## src/rtl/hyper_arb_pkg.sv

```systemverilog
// Shared types and constants for the HyperRAM request arbiter.
package hyper_arb_pkg;

  typedef enum logic [2:0] {
    ST_IDLE      = 3'd0,
    ST_ISSUE     = 3'd1,
    ST_WAIT_BUSY = 3'd2,
    ST_WAIT_DONE = 3'd3,
    ST_DONE      = 3'd4
  } arb_state_e;

  localparam int DWORD_W = 32;
  localparam int BE_W    = 4;

  // Width of a counter that must hold the value busy_to-1.
  function automatic int cnt_width(input int busy_to);
    return (busy_to <= 2) ? 1 : $clog2(busy_to);
  endfunction

endpackage

```

## src/rtl/hyper_rr_pick.sv

```systemverilog
// Round-robin pick: first asserted request at or above rr_ptr, wrapping modulo N_REQ.
module hyper_rr_pick #(
  parameter int N_REQ = 2,
  parameter int IDX_W = 1
) (
  input  logic [N_REQ-1:0] req,
  input  logic [IDX_W-1:0] rr_ptr,
  output logic [IDX_W-1:0] grant_idx,
  output logic             any_valid
);

  // Walk the offsets from farthest to nearest so the nearest hit is written last.
  always_comb begin
    grant_idx = '0;
    any_valid = 1'b0;
    for (int i = N_REQ - 1; i >= 0; i--) begin
      if (req[(int'(rr_ptr) + i) % N_REQ]) begin
        grant_idx = IDX_W'((int'(rr_ptr) + i) % N_REQ);
        any_valid = 1'b1;
      end
    end
  end

endmodule

```

## src/rtl/hyper_req_arbiter.sv

```systemverilog
// Shares one hyper_xface controller between N_REQ single-dword requesters,
// granting round-robin and sequencing each access through to a one-cycle ack.
module hyper_req_arbiter
  import hyper_arb_pkg::*;
#(
  parameter int N_REQ   = 2,
  parameter int ADDR_W  = 32,
  parameter int DATA_W  = DWORD_W,
  parameter int BUSY_TO = 16
) (
  input  logic                    clk,
  input  logic                    reset_l,
  // Handshake: req_valid[i] and its fields are held stable until req_ack[i]
  // pulses for one cycle; the requester drops req_valid the cycle after.
  input  logic [N_REQ-1:0]        req_valid,
  input  logic [N_REQ-1:0]        req_we,
  input  logic [N_REQ*ADDR_W-1:0] req_addr,
  input  logic [N_REQ*DATA_W-1:0] req_wdata,
  input  logic [N_REQ*BE_W-1:0]   req_be,
  output logic [N_REQ-1:0]        req_ack,
  output logic                    req_err,
  output logic [DATA_W-1:0]       req_rdata,
  output logic                    ctl_rd_req,
  output logic                    ctl_wr_req,
  output logic [ADDR_W-1:0]       ctl_addr,
  output logic [DATA_W-1:0]       ctl_wr_d,
  output logic [BE_W-1:0]         ctl_wr_byte_en,
  input  logic [DATA_W-1:0]       ctl_rd_d,
  input  logic                    ctl_rd_rdy,
  input  logic                    ctl_busy,
  output logic [2:0]              dbg_state
);

  localparam int IDX_W = (N_REQ <= 2) ? 1 : $clog2(N_REQ);
  localparam int CNT_W = cnt_width(BUSY_TO);
  localparam logic [CNT_W-1:0] CNT_LAST = CNT_W'(BUSY_TO - 1);

  arb_state_e        state_q, state_d;
  logic [IDX_W-1:0]  rr_ptr_q, rr_ptr_d;
  logic [IDX_W-1:0]  idx_q, idx_d;
  logic              we_q, we_d;
  logic [ADDR_W-1:0] addr_q, addr_d;
  logic [DATA_W-1:0] wdata_q, wdata_d;
  logic [BE_W-1:0]   be_q, be_d;
  logic [CNT_W-1:0]  cnt_q, cnt_d;
  logic              err_q, err_d;
  logic [DATA_W-1:0] cap_q, cap_d;
  logic [DATA_W-1:0] rdata_q, rdata_d;
  logic [IDX_W-1:0]  pick_idx;
  logic              pick_any;

  hyper_rr_pick #(
    .N_REQ (N_REQ),
    .IDX_W (IDX_W)
  ) u_pick (
    .req       (req_valid),
    .rr_ptr    (rr_ptr_q),
    .grant_idx (pick_idx),
    .any_valid (pick_any)
  );

  always_comb begin
    state_d  = state_q;
    rr_ptr_d = rr_ptr_q;
    idx_d    = idx_q;
    we_d     = we_q;
    addr_d   = addr_q;
    wdata_d  = wdata_q;
    be_d     = be_q;
    cnt_d    = cnt_q;
    err_d    = err_q;
    cap_d    = cap_q;
    rdata_d  = rdata_q;
    case (state_q)
      ST_IDLE: begin
        if (pick_any && !ctl_busy) begin
          idx_d    = pick_idx;
          we_d     = req_we[pick_idx];
          addr_d   = req_addr[pick_idx*ADDR_W +: ADDR_W];
          wdata_d  = req_wdata[pick_idx*DATA_W +: DATA_W];
          be_d     = req_be[pick_idx*BE_W +: BE_W];
          rr_ptr_d = (pick_idx == IDX_W'(N_REQ - 1)) ? '0 : pick_idx + 1'b1;
          err_d    = 1'b0;
          cap_d    = '0;
          state_d  = ST_ISSUE;
        end
      end
      ST_ISSUE: begin
        cnt_d   = '0;
        state_d = ST_WAIT_BUSY;
      end
      ST_WAIT_BUSY: begin
        if (ctl_busy) begin
          state_d = ST_WAIT_DONE;
        end else if (cnt_q == CNT_LAST) begin
          err_d   = 1'b1;
          rdata_d = '0;
          state_d = ST_DONE;
        end else begin
          cnt_d = cnt_q + 1'b1;
        end
      end
      ST_WAIT_DONE: begin
        if (ctl_rd_rdy && !we_q) cap_d = ctl_rd_d;
        // rd_rdy may coincide with busy falling; cap_d already carries that data.
        if (!ctl_busy) begin
          rdata_d = we_q ? '0 : cap_d;
          state_d = ST_DONE;
        end
      end
      ST_DONE:  state_d = ST_IDLE;
      default:  state_d = ST_IDLE;
    endcase
  end

  always_ff @(posedge clk or negedge reset_l) begin
    if (!reset_l) begin
      state_q  <= ST_IDLE;
      rr_ptr_q <= '0;
      idx_q    <= '0;
      we_q     <= 1'b0;
      addr_q   <= '0;
      wdata_q  <= '0;
      be_q     <= '0;
      cnt_q    <= '0;
      err_q    <= 1'b0;
      cap_q    <= '0;
      rdata_q  <= '0;
    end else begin
      state_q  <= state_d;
      rr_ptr_q <= rr_ptr_d;
      idx_q    <= idx_d;
      we_q     <= we_d;
      addr_q   <= addr_d;
      wdata_q  <= wdata_d;
      be_q     <= be_d;
      cnt_q    <= cnt_d;
      err_q    <= err_d;
      cap_q    <= cap_d;
      rdata_q  <= rdata_d;
    end
  end

  always_comb begin
    req_ack = '0;
    for (int i = 0; i < N_REQ; i++) begin
      req_ack[i] = (state_q == ST_DONE) && (idx_q == IDX_W'(i));
    end
  end

  assign req_err        = (state_q == ST_DONE) && err_q;
  assign req_rdata      = rdata_q;
  assign ctl_wr_req     = (state_q == ST_ISSUE) && we_q;
  assign ctl_rd_req     = (state_q == ST_ISSUE) && !we_q;
  assign ctl_addr       = addr_q;
  assign ctl_wr_d       = wdata_q;
  assign ctl_wr_byte_en = be_q;
  assign dbg_state      = state_q;

endmodule

```

## config.mk

```make
export PLATFORM = sky130hd
export DESIGN_NAME = hyper_req_arbiter
export DESIGN_NICKNAME = d
export VERILOG_FILES = /design/src/rtl/hyper_arb_pkg.sv /design/src/rtl/hyper_rr_pick.sv /design/src/rtl/hyper_req_arbiter.sv
export SDC_FILE = /design/constraint.sdc
export NUM_CORES = 1
export LEC_CHECK = 0
export BUFFER_PORTS_ARGS = -buffer_cell sky130_fd_sc_hd__buf_4
export CORE_MARGIN = 2
export CORE_UTILIZATION = 37
export CTS_BUF_LIST = sky130_fd_sc_hd__clkbuf_8
export DETAILED_ROUTE_END_ITERATION = 8
export PLACE_DENSITY = 0.67
export SLEW_MARGIN = 15
export SYNTH_ARGS = -nofsm -noshare
export SYNTH_HDL_FRONTEND = slang
export SYNTH_SLANG_ARGS = --single-unit
```

## constraint.sdc

```tcl
create_clock -name clk -period 2.57 [get_ports clk]
set_clock_uncertainty 0.1 [all_clocks]
set_input_delay 0.3855 -clock clk [delete_from_list [all_inputs] [get_ports clk]]
set_output_delay 0.3855 -clock clk [all_outputs]
set_load 0.005 [all_outputs]
```

**Yosys cells after proc, flatten, opt, wreduce, memory -nomap -nowiden**

Cells that the tools add are included.
Widths: inputs -> output; s select.

- Output and inout port bits: 108
- Register bits: 143

- Multiplexer cells: 32
- $add $sub $neg: 3
- Reductions and logical operators: 20
- Equality and inequality tests: 11
- $lt $le $gt $ge: 3
- Bitwise gates (word level): 2
- Shift-type cells: 3

Operator list:

| operator | number |
|---|---|
| $mux 32 | 6 |
| $pmux 32 s2 | 2 |
| $shiftx 64x7->32 | 2 |
| $mux 1 | 15 |
| $mux 3 | 4 |
| $pmux 3 s4 | 1 |
| $ne 2x2->1 const B | 5 |
| $mux 4 | 2 |
| $pmux 4 s2 | 1 |
| $reduce_and 4->1 | 2 |
| $reduce_bool 2->1 | 4 |
| $shiftx 8x4->4 | 1 |
| $logic_and 1x1->1 | 7 |
| $eq 3x2->1 const B | 2 |
| $reduce_and 3->1 | 2 |
| $add 4x1->4 const B | 1 |
| $eq 4x4->1 const B | 1 |
| $lt 1x2->1 const B | 2 |
| $reduce_and 2->1 | 2 |
| $eq 3x1->1 const B | 1 |
| $eq 3x3->1 const B | 1 |
| $logic_not 3->1 | 1 |
| $lt 2x3->1 const B | 1 |
| $ne 3x3->1 const B | 1 |
| 5 further kinds | 7 |

**Depth between registers and ports, before layout**

- Depth in word-level cells: 10
- Mapped depth: 8

**Hierarchy**

Synthesis repeated with hierarchy kept, for this count alone.

- Cell total of the unflattened synthesis: 553
- Area, all modules: 6546.3 um^2

Modules (own cells, without submodules):

| module | times used | area each (um^2) | cells an instance |
|---|---|---|---|
| hyper_req_arbiter | 1 | 6528.8 | 550 |
| hyper_rr_pick | 1 | 17.5 | 3 |

**Worst setup path before layout**

No wires, ideal clock.

- Kind: register -> register
- From: reg state_q[0] (netlist: dbg_state[0])
- To: reg cap_q[19]
- Period minus slack after synthesis: 1.688 ns
- Data required time: 2.335 ns
- Cell stages (with the launch flop): 9
- Setup time: 0.135 ns
- Buffers on the path: 5
- Path slack: 0.882 ns
- Arrival: 1.453 ns
- Cells stage by stage: dfrtp_1 -> buf_2 -> o21ba_1 -> buf_2 -> and2_1 -> buf_2 -> buf_6 -> buf_4 -> o22ai_1

- Cells in the longest elaborated chain, start to end: 3
- Elaborated cells between the ends (all ways): 6
- Those cells by class: 2 x eq/ne; 1 x mux; 3 x reduce/logical

RTL lines:

| element | RTL line | source |
|---|---|---|
| start, declared | hyper_req_arbiter.sv:38 | `arb_state_e state_q, state_d;` |
| start signal, assigned | hyper_req_arbiter.sv:130 | `state_q <= state_d;` |
| $eq 3x2->1 / $logic_not 3->1 (equally long branches) | hyper_req_arbiter.sv:74 | `case (state_q)` |
| $reduce_bool 2->1 (no source line) / $ne 2x2->1 (equally long branches) | -- |  |
| $reduce_and 2->1 (no source line) | -- |  |
| end signal, assigned | hyper_req_arbiter.sv:139 | `cap_q <= cap_d;` |
| end, declared | hyper_req_arbiter.sv:47 | `logic [DATA_W-1:0] cap_q, cap_d;` |

Parallel ways exist; a longest one is shown, timed or not.
A chain may end at the register's enable or synchronous reset.

**Final worst setup path**

- From: reg state_q[2] (netlist: dbg_state[2])
- To: out ctl_rd_req

- Cells in the longest elaborated chain, start to end: 2

RTL lines:

| element | RTL line | source |
|---|---|---|
| $eq 3x1->1 | hyper_req_arbiter.sv:154 | `assign ctl_rd_req = (state_q == ST_ISSUE) && !we_q;` |
| $logic_and 1x1->1 | hyper_req_arbiter.sv:154 |  |
| end, declared | hyper_req_arbiter.sv:23 | `output logic ctl_rd_req,` |

Every way passes these cells.

==> impl_summary.log <==
[metrics] endpoint arrival time on the critical path: 1.80 ns
[metrics] Yosys cell types: 37
[metrics] final worst-path setup slack: ~0.29 ns
[metrics] TritonCTS clock tree: yes
[metrics] TritonCTS buffer count: 17
[metrics] remaining routing DRC violations: 0
[metrics] highest attainable clock frequency: 438 MHz
[metrics] global-route wire length before repair: around 35000 um
[metrics] synthesized instance count: around 680
[metrics] Cell Rows: 49
[metrics] vias in the first global route: between 6000 and 7000
[metrics] Finished Core Util: 52.7%
[metrics] GRT Overall Usage: 22.2%
[metrics] PortBufs: 283
[metrics] starting utilization of the core area: 38.0%
[metrics] cells traversed along the worst timing path: or3b_2, nor2_1, buf_4
[metrics] leakage power of the design: ~4.2 nW
[metrics] relative slew slack: 48.6%
[metrics] number of enable-type register cells in the synthesized netlist: 0
[metrics] crit share post-route: ~89%
[metrics] slowest stage cell, crit path: sky130_fd_sc_hd__or3b_2
[metrics] transition time of the tightest slew-check pin: 0.771 ns
[metrics] min Tclk post-route: 2.28 ns
[metrics] MaxCap Viol Count: 0
[metrics] GRT Residual Overflow: 0
[metrics] core region area: 18100 um^2
[metrics] die width: around 140 um
[metrics] area of the die: roughly 20000 um^2
[metrics] placed wire-length estimate after detailed placement: 14200 um
[metrics] unrepaired setup endpoints after global routing: no
[metrics] Post-Syn Area per Cell: 10.1 um^2
[metrics] number of antenna violations at the first check in global routing: 0
[metrics] DP Area: 9110 um^2
[metrics] synthesized net count: 858
[metrics] final WL: 21800 um
[metrics] number of antenna cells inserted: 0
[metrics] Design Area, Final: 9530 um^2
[metrics] number of endpoints with negative hold slack in the final report: 0
[metrics] placer congestion estimate: 0.784
[metrics] CTS root buf: sky130_fd_sc_hd__clkbuf_8
[metrics] critical path launch point type: flip-flop
[metrics] insertion delay of the later-clocked pin in the worst-skew pair: 0.43 ns
[metrics] Max Transition Viols Final: 0
[metrics] data required time at the worst endpoint: 2.08 ns
[metrics] WL/cell: 18.8 um
[metrics] Post-Place Setup Slack: 0.670 ns
[metrics] largest vdd supply drop: about 0.4 mV
[metrics] power density normalized to cell area: 1010 nW/um^2
[metrics] Most used DFF post-synth: sky130_fd_sc_hd__dfrtp_1
[metrics] # clock sinks: 143
[metrics] share of layout cells above drive strength 1: 36.1%
[metrics] number of storage elements in the synthesis netlist: 143
[metrics] result of the run: finished, final reports clean
[metrics] type of the tightest min-delay check: input pin to flip-flop
[metrics] Filler Cell Count: roughly 1700
[metrics] final setup vio count: 0
[metrics] post-route ant nets: 0
[metrics] kind of capture point of the worst setup path: output port
[metrics] H-Tree Depth: 4
[metrics] area of the mapped netlist: 6870 um^2
[metrics] die span in y: roughly 140 um
[metrics] clock tree buffer depth: 2
[metrics] CP Class: flip-flop to output port
[metrics] sequential share of the synthesized area: 52.1%
[metrics] NumNets Final: 1093
[metrics] clock edge transition at the registers on the reported setup and hold paths: 0.08 ns
[metrics] largest net degree at the start of global routing: 107
[metrics] Pre-Repair DR Iteration Count: 4
[metrics] delay of the slowest critical-path stage: 0.58 ns
[metrics] total negative slack for setup checks: 0 ns
[metrics] Max Fanout on Critical Path: 14
[metrics] yosys synthesis warning count: 0
[metrics] starting DRC count in detailed routing: 282
[metrics] Syn-to-layout area delta: 38.7%
[metrics] Vias/cell: 5.51
[metrics] async set-or-reset flop fraction in the synthesized netlist: 100%
[metrics] top-level port count: 284
[metrics] via count: approximately 6400
[synth_stat cells (4+ instances only)]
master	instances	area share [%]
sky130_fd_sc_hd__nor2_1	6	0.33
sky130_fd_sc_hd__clkbuf_1	53	2.9
sky130_fd_sc_hd__dfrtp_1	143	52
sky130_fd_sc_hd__mux2i_1	32	4.7
sky130_fd_sc_hd__a21oi_1	74	5.4
sky130_fd_sc_hd__buf_6	9	1.5
sky130_fd_sc_hd__nand3b_1	70	7.6
sky130_fd_sc_hd__buf_4	4	0.44
sky130_fd_sc_hd__nand2_1	36	2.0
sky130_fd_sc_hd__a31oi_1	70	6.4
sky130_fd_sc_hd__buf_2	16	1.2
sky130_fd_sc_hd__o2bb2ai_1	33	4.2
sky130_fd_sc_hd__o22ai_1	32	2.9
sky130_fd_sc_hd__o21ai_0	70	5.1
[state kept, by name, indices dropped and copies added, names as in the netlist]
register / cells
rr_ptr_q: 1
cap_q: 32
ctl_addr: 32
req_rdata: 32
ctl_wr_d: 32
cnt_q: 4
dbg_state: 3
we_q: 1
idx_q: 1
err_q: 1
ctl_wr_byte_en: 4
[worst max-delay path: cells and delay by family (launching register included)]
| kind | cells | cell delay [ns] |
|---|---|---|
| flip-flops | 1 | 0.55 |
| AND/OR/NAND/NOR | 2 | 0.70 |
| buffers and inverters | 1 | 0.12 |
[cell type report]
class / count / area [um^2] / area share [%]
multi-input combinational: 452 / 2890 / 30.4
inverter: 4 / 15.0 / 0.158
tap: 229 / 287 / 3.01
clock inverter: 14 / 166 / 1.75
clock buffer: 18 / 248 / 2.60
sequential: 143 / 3580 / 37.5
timing repair buffer: 298 / 2340 / 24.6
[cell families (layout without fill, tap and decap cells)]
kind of cell / count (synthesis) / in the layout / share of synthesized area (%)
compound gates: 286 / 286 / 24.8
fa+ha+maj: 1 / 1 / 0.182
buf+inv: 86 / 334 / 6.19
flops: 143 / 143 / 52.1
mux: 33 / 33 / 4.82
simple gates: 132 / 132 / 12.0
[placed cells by master (no fill, tap or decap), types with 5 or more instances in the layout]
cell type / Yosys / routed
sky130_fd_sc_hd__a21oi_1: 74 / 74
sky130_fd_sc_hd__a31oi_1: 70 / 70
sky130_fd_sc_hd__buf_12: 0 / 8
sky130_fd_sc_hd__buf_4: 4 / 288
sky130_fd_sc_hd__clkbuf_8: 0 / 18
sky130_fd_sc_hd__clkinvlp_4: 0 / 5
sky130_fd_sc_hd__dfrtp_1: 143 / 143
sky130_fd_sc_hd__mux2i_1: 32 / 32
sky130_fd_sc_hd__nand2_1: 36 / 36
sky130_fd_sc_hd__nand3b_1: 70 / 70
sky130_fd_sc_hd__nor2_1: 6 / 6
sky130_fd_sc_hd__o21ai_0: 70 / 70
sky130_fd_sc_hd__o22ai_1: 32 / 32
sky130_fd_sc_hd__o2bb2ai_1: 33 / 33
[power by group]
| part | switching, mW | total (mW) | internal [mW] |
|---|---|---|---|
| logic | 1.98 | 4.01 | 2.03 |
| clock network | 0.896 | 1.88 | 0.984 |
| registers | 0.602 | 3.78 | 3.18 |
[timing repair]
item,CTS,global route
hold buffers,1,0
setup endpoints to repair,0,0
resized for setup,0,0
setup buffers,0,0
endpoints found under the hold margin,57,0
[path summary, 6_finish.rpt]
| check | slack [ns] | depth (start not counted) | start | end |
|---|---|---|---|---|
| max | 0.29 | 3 | dbg_state[2] | ctl_rd_req |
| min | 0.12 | 3 | req_wdata[24] | ctl_wr_d[24] |
| max reg2reg | 0.72 | 4 | dbg_state[2] | cap_q[14] |
| min reg2reg | 0.39 | 1 | req_rdata[19] | req_rdata[19] |
| max in group asynchronous | 1.28 | 3 | reset_l | ctl_addr[13] |
| min in group asynchronous | 0.41 | 2 | reset_l | req_rdata[20] |
[stage by stage]
step / power, mW / cells / hold WS, ns
floorplan: 5.90 / 681 / -0.0101
global placement: 7.80 / 1125 / 0.315
detailed placement: 7.87 / 1125 / 0.314
CTS: 9.78 / 1158 / 0.0829
global route: 10.4 / 1158 / 0.0782
finish: 9.67 / 1158 / 0.125
[layer usage]
| metal | part of all wire, % | up-vias | track usage (%) |
|---|---|---|---|
| met1 | 43 | 3123 | 29.1 |
| li1 | - | 3014 | - |
| met5 | 0 | - | 0 |
| met4 | 1.4 | 0 | 5.53 |
| met3 | 8.5 | 18 | 8.17 |
| met2 | 48 | 230 | 35.0 |
No activity file was read; power rests on OpenSTA's default activity.
